[src/rtl/booth_seq_divider.sv]
// Sequential signed restoring divider: one shift/subtract step per cycle on the
// magnitudes, sign correction and special cases resolved in a final FIX cycle.
module booth_seq_divider #(
  parameter int WIDTH_DIV = 8
) (
  input  logic                 clk,
  input  logic                 rst,
  input  logic                 i_start,
  input  logic [WIDTH_DIV-1:0] i_dividend,
  input  logic [WIDTH_DIV-1:0] i_divisor,
  output logic                 o_busy,
  output logic                 o_done,
  output logic [WIDTH_DIV-1:0] o_quotient,
  output logic [WIDTH_DIV-1:0] o_remainder,
  output logic                 o_div_by_zero,
  output logic                 o_overflow
);

  localparam int unsigned CW = $clog2(WIDTH_DIV + 1);
  localparam logic [WIDTH_DIV-1:0] MIN_NEG = {1'b1, {(WIDTH_DIV-1){1'b0}}};

  typedef enum logic [1:0] {
    IDLE = 2'd0,
    CALC = 2'd1,
    FIX  = 2'd2,
    DONE = 2'd3
  } state_t;

  state_t               state;
  logic [WIDTH_DIV-1:0] q_reg;
  logic [WIDTH_DIV-1:0] d_reg;
  // Partial remainder is always below the divisor magnitude (<= 2^(W-1)), so the
  // top bit of the nominal W+1-bit remainder is never set and is not stored.
  logic [WIDTH_DIV-1:0] r_reg;
  logic [CW-1:0]        cnt;
  logic                 sign_a;
  logic                 sign_b;
  logic                 dz_hold;
  logic                 ov_hold;
  logic [WIDTH_DIV-1:0] dividend_hold;

  logic [WIDTH_DIV:0]   t;

  always_comb begin
    t = {r_reg, q_reg[WIDTH_DIV-1]} - {1'b0, d_reg};
  end

  always_ff @(posedge clk or posedge rst) begin
    if (rst) begin
      state         <= IDLE;
      q_reg         <= '0;
      d_reg         <= '0;
      r_reg         <= '0;
      cnt           <= '0;
      sign_a        <= 1'b0;
      sign_b        <= 1'b0;
      dz_hold       <= 1'b0;
      ov_hold       <= 1'b0;
      dividend_hold <= '0;
      o_busy        <= 1'b0;
      o_done        <= 1'b0;
      o_quotient    <= '0;
      o_remainder   <= '0;
      o_div_by_zero <= 1'b0;
      o_overflow    <= 1'b0;
    end else begin
      case (state)
        IDLE: begin
          if (i_start) begin
            sign_a        <= i_dividend[WIDTH_DIV-1];
            sign_b        <= i_divisor[WIDTH_DIV-1];
            q_reg         <= i_dividend[WIDTH_DIV-1] ? -i_dividend : i_dividend;
            d_reg         <= i_divisor[WIDTH_DIV-1]  ? -i_divisor  : i_divisor;
            r_reg         <= '0;
            cnt           <= '0;
            dividend_hold <= i_dividend;
            dz_hold       <= (i_divisor == '0);
            ov_hold       <= (i_dividend == MIN_NEG) && (i_divisor == '1);
            o_busy        <= 1'b1;
            state         <= CALC;
          end
        end
        CALC: begin
          // The extra settle cycle at cnt == WIDTH_DIV keeps done on edge W+2.
          if (cnt == CW'(WIDTH_DIV)) begin
            state <= FIX;
          end else begin
            if (t[WIDTH_DIV]) begin
              r_reg <= {r_reg[WIDTH_DIV-2:0], q_reg[WIDTH_DIV-1]};
              q_reg <= {q_reg[WIDTH_DIV-2:0], 1'b0};
            end else begin
              r_reg <= t[WIDTH_DIV-1:0];
              q_reg <= {q_reg[WIDTH_DIV-2:0], 1'b1};
            end
            cnt <= cnt + 1'b1;
          end
        end
        FIX: begin
          if (dz_hold) begin
            o_quotient    <= '1;
            o_remainder   <= dividend_hold;
            o_div_by_zero <= 1'b1;
            o_overflow    <= 1'b0;
          end else if (ov_hold) begin
            o_quotient    <= MIN_NEG;
            o_remainder   <= '0;
            o_div_by_zero <= 1'b0;
            o_overflow    <= 1'b1;
          end else begin
            o_quotient    <= (sign_a ^ sign_b) ? -q_reg : q_reg;
            o_remainder   <= sign_a ? -r_reg : r_reg;
            o_div_by_zero <= 1'b0;
            o_overflow    <= 1'b0;
          end
          o_done <= 1'b1;
          state  <= DONE;
        end
        DONE: begin
          o_done <= 1'b0;
          o_busy <= 1'b0;
          state  <= IDLE;
        end
        default: state <= IDLE;
      endcase
    end
  end

endmodule
[config.mk]
export PLATFORM = sky130hd
export DESIGN_NAME = booth_seq_divider
export DESIGN_NICKNAME = d
export VERILOG_FILES = /design/src/rtl/booth_seq_divider.sv
export SDC_FILE = /design/constraint.sdc
export NUM_CORES = 1
export LEC_CHECK = 0
export CORE_ASPECT_RATIO = 1.5
export CORE_UTILIZATION = 55
export CTS_CLUSTER_SIZE = 8
export DETAILED_ROUTE_END_ITERATION = 10
export PLACE_DENSITY_LB_ADDON = 0.05
export SLEW_MARGIN = 10
export SYNTH_ARGS = -nofsm -noshare
export SYNTH_HDL_FRONTEND = slang
export SYNTH_SLANG_ARGS = --single-unit
[constraint.sdc]
create_clock -name clk -period 2.9 [get_ports clk]
set_input_delay 0.58 -clock clk [delete_from_list [all_inputs] [get_ports clk]]
set_output_delay 0.58 -clock clk [all_outputs]
set_load 0.02 [all_outputs]
==> flow_summary.yaml <==
global_route:
  grt_start_max_net_pins: 62
  grt_pass1_vias: 2970
  antenna_found_initial: 0
  grt_usage: 0.2741
  grt-ovfl-total: 0
  grt_pass1_wl_um: 14830
routing:
  via_count: 3053
  wl_per_cell_um: 16.85
  dr.pass1.iters: 4
  drt_iter0_drc: 235
  viasPerCell: 5.804
  drt_wl_total_um: 8865
  drc: 0
  ant_nets: 0
timing:
  post-route-min-period_ns: 2.498
  hold_viol: 0
  tns_ns: 0
  tightest_slew_ns: 0.7859
  setup_slack_ns: 0.4018
  max_freq_mhz: 400.3
  fin_worst_skew_ns: 0.008672
  period_share: 0.8614
  setup_viol: 0
  grt_setup_unrepaired: "no"
  slew_headroom: 0.4761
  slew_viol_final: 0
final_layout:
  syn2layout_area_growth_pct: 16.31
  final_nets: 484
  layout_commonest_cell: "dfrtp_1"
  drive_gt1_frac: 0.08000
  final_cell_mix: "dfrtp_1 (61), nand2_1 (58), clkdlybuf4s50_1 (38)"
  n_antenna_cell: 0
  fin_cells: 526
run:
  maxCapViolations: 0
floorplan:
  initial_utilization: 0.5686
  die_h_um: 102.6
  core_region_area_mm2: 0.006531
  rows: 36
  ios: 39
  die_x_um: 69.09
  die-area_mm2: 0.007091
place:
  port_buffers: 38
  dp.cells: 510
  post-place-ws_ns: 0.4343
  place_hpwl_um: 6608
  gp_congestion: 0.8810
synthesis:
  synth_compound_area_frac: 0.1974
  synth_edf_count: 0
  syn_area_mm2: 0.003714
  netlist_instances: 411
  synth_top_family_by_area: "compound AO/OA/AOI/OAI gates"
  synthArstFlopShare: 1.000
  ys_seq_area_frac: 0.4111
  synth.yosys.warnings: 0
  ys_types: 57
  syn-num-nets: 450
  ys_ff_latch: 61
  synth-simple-area-share: 0.1631
  avgSynthCellArea_um2: 9.035
  muxShareOfSynthArea: 0.04650
  synth-xor-area-share: 0.06132
  synth_ff_type: "dfrtp_1"
  synthAdderAreaFrac: 0.06941
pwr:
  ir_drop_mv: 0.5853
  powerDensity_mw_per_mm2: 1159
  p_leak_nw: 1.868
  finalPower_mw: 5.007
critical_path:
  critPathLaunch: "q_reg[7]"
  r2r-start: "q_reg[7]"
  reg2reg_setup_slack_ns: 0.40
  required_ns: 3.12
  arrival_ns: 2.72
  cp-end-kind: "flip-flop"
  critPathMaxFanout: 10
  critPathKind: "reg2reg"
  worstRegToRegCells: 8
  critPathLaunchType: "flip-flop"
  r2r_end: "r_reg[7]"
clocking:
  cts_tree: "done"
  ctsHtreeMaxLevel: 3
  clock_path_buffers: 2
  holdBufCountCts: 0
  worstSkewPairLatency_ns: 0.34
  clkTransAtPathRegs_ns: 0.07
  cts_sinks: 61
  cts_setup_buffers: 0
  cts-root-buf: "clkbuf_8"
  cts_resized: 0
  cts_made_buffers: 9
worst_hold_path:
  holdPathStages: 2
  min_to: "o_busy"
  hold_path_startpoint: "o_busy"
  hold_path_class: "reg2reg"
status:
  status: "finished clean"
synthesized netlist by cell type (all sizes together), types with 2 or more instances:
library cell / number / area, µm²
xor2: 15 / 131.4
dfrtp: 61 / 1526
o41ai: 5 / 43.79
a31oi: 4 / 25.02
nand2b: 7 / 46.30
or3: 3 / 18.77
nor2: 33 / 123.9
nand4: 5 / 31.28
o22a: 4 / 35.03
a221o: 4 / 40.04
or4: 2 / 15.01
nand3b: 2 / 15.01
and2: 3 / 21.27
o211ai: 4 / 43.79
o221ai: 2 / 17.52
a211oi: 5 / 50.05
nand2: 58 / 217.7
ha: 19 / 237.7
mux2: 10 / 112.6
o21ai: 35 / 175.2
xnor2: 11 / 96.34
nor2b: 4 / 25.02
buf: 5 / 28.78
nor4: 2 / 12.51
nor3: 3 / 15.01
nand3: 7 / 35.03
clkbuf: 15 / 56.30
inv: 28 / 105.1
mux2i: 6 / 60.06
o31ai: 6 / 45.04
a21oi: 26 / 137.6
worst max-delay path: stages (launching register included):
cell and delay, ns:
dfrtp_1 0.35, inv_1 0.09, ha_1 0.23, fa_1 0.39
nand2b_2 0.22, a211oi_4 0.38, a2bb2oi_4 0.29, a21oi_1 0.11
a311o_1 0.33
area by class of cell:
type,count,area (µm²)
Clock buffer,12,155.1
Clock inverter,4,22.52
Fill cell,556,2212
Inverter,28,105.1
Multi-Input combinational cell,302,1997
Sequential cell,61,1526
Tap cell,76,95.09
Timing Repair Buffer,43,417.9
power by group:
group	internal, mW	total (mW)	switching [mW]
Combinational	1.20	2.80	1.60
Clock	0.352	0.680	0.328
Sequential	1.22	1.53	0.314
logic make-up after synthesis:
kind of cell | after synthesis
AO/OA/AOI/OAI | 107
XOR/XNOR | 26
flip-flops | 61
multiplexers | 16
buffers and inverters | 48
adder cells (fa/ha/maj) | 20
AND/OR/NAND/NOR | 133
through the flow:
step,cell area (µm²),util,hold WS (ns)
floorplan,3714,-,0.4485
global placement,4141,0.6341,0.4639
detailed placement,4141,0.6341,0.4747
CTS,4319,0.6613,0.4893
global route,4319,0.6613,0.5130
finish,4319,0.6613,0.4824
metal layers:
metal,part of all wire,track usage,wire length (µm),vias up
li1,-,-,-,1504
met4,0.028,0.1350,250,0
met2,0.53,0.4772,4670,60
met5,0,0,0,-
met3,0.026,0.04301,227,16
met1,0.42,0.3327,3717,1473
how the worst max path moves through the flow:
stage / end / slack [ns]
3_3_place_gp: r_reg[7] / 0.49
2_1_floorplan: r_reg[7] / 0.52
3_5_place_dp: r_reg[7] / 0.43
6_report: r_reg[7] / 0.40
4_1_cts: r_reg[7] / 0.42
5_1_grt: r_reg[7] / 0.30
No activity file was read; power rests on OpenSTA's default activity.
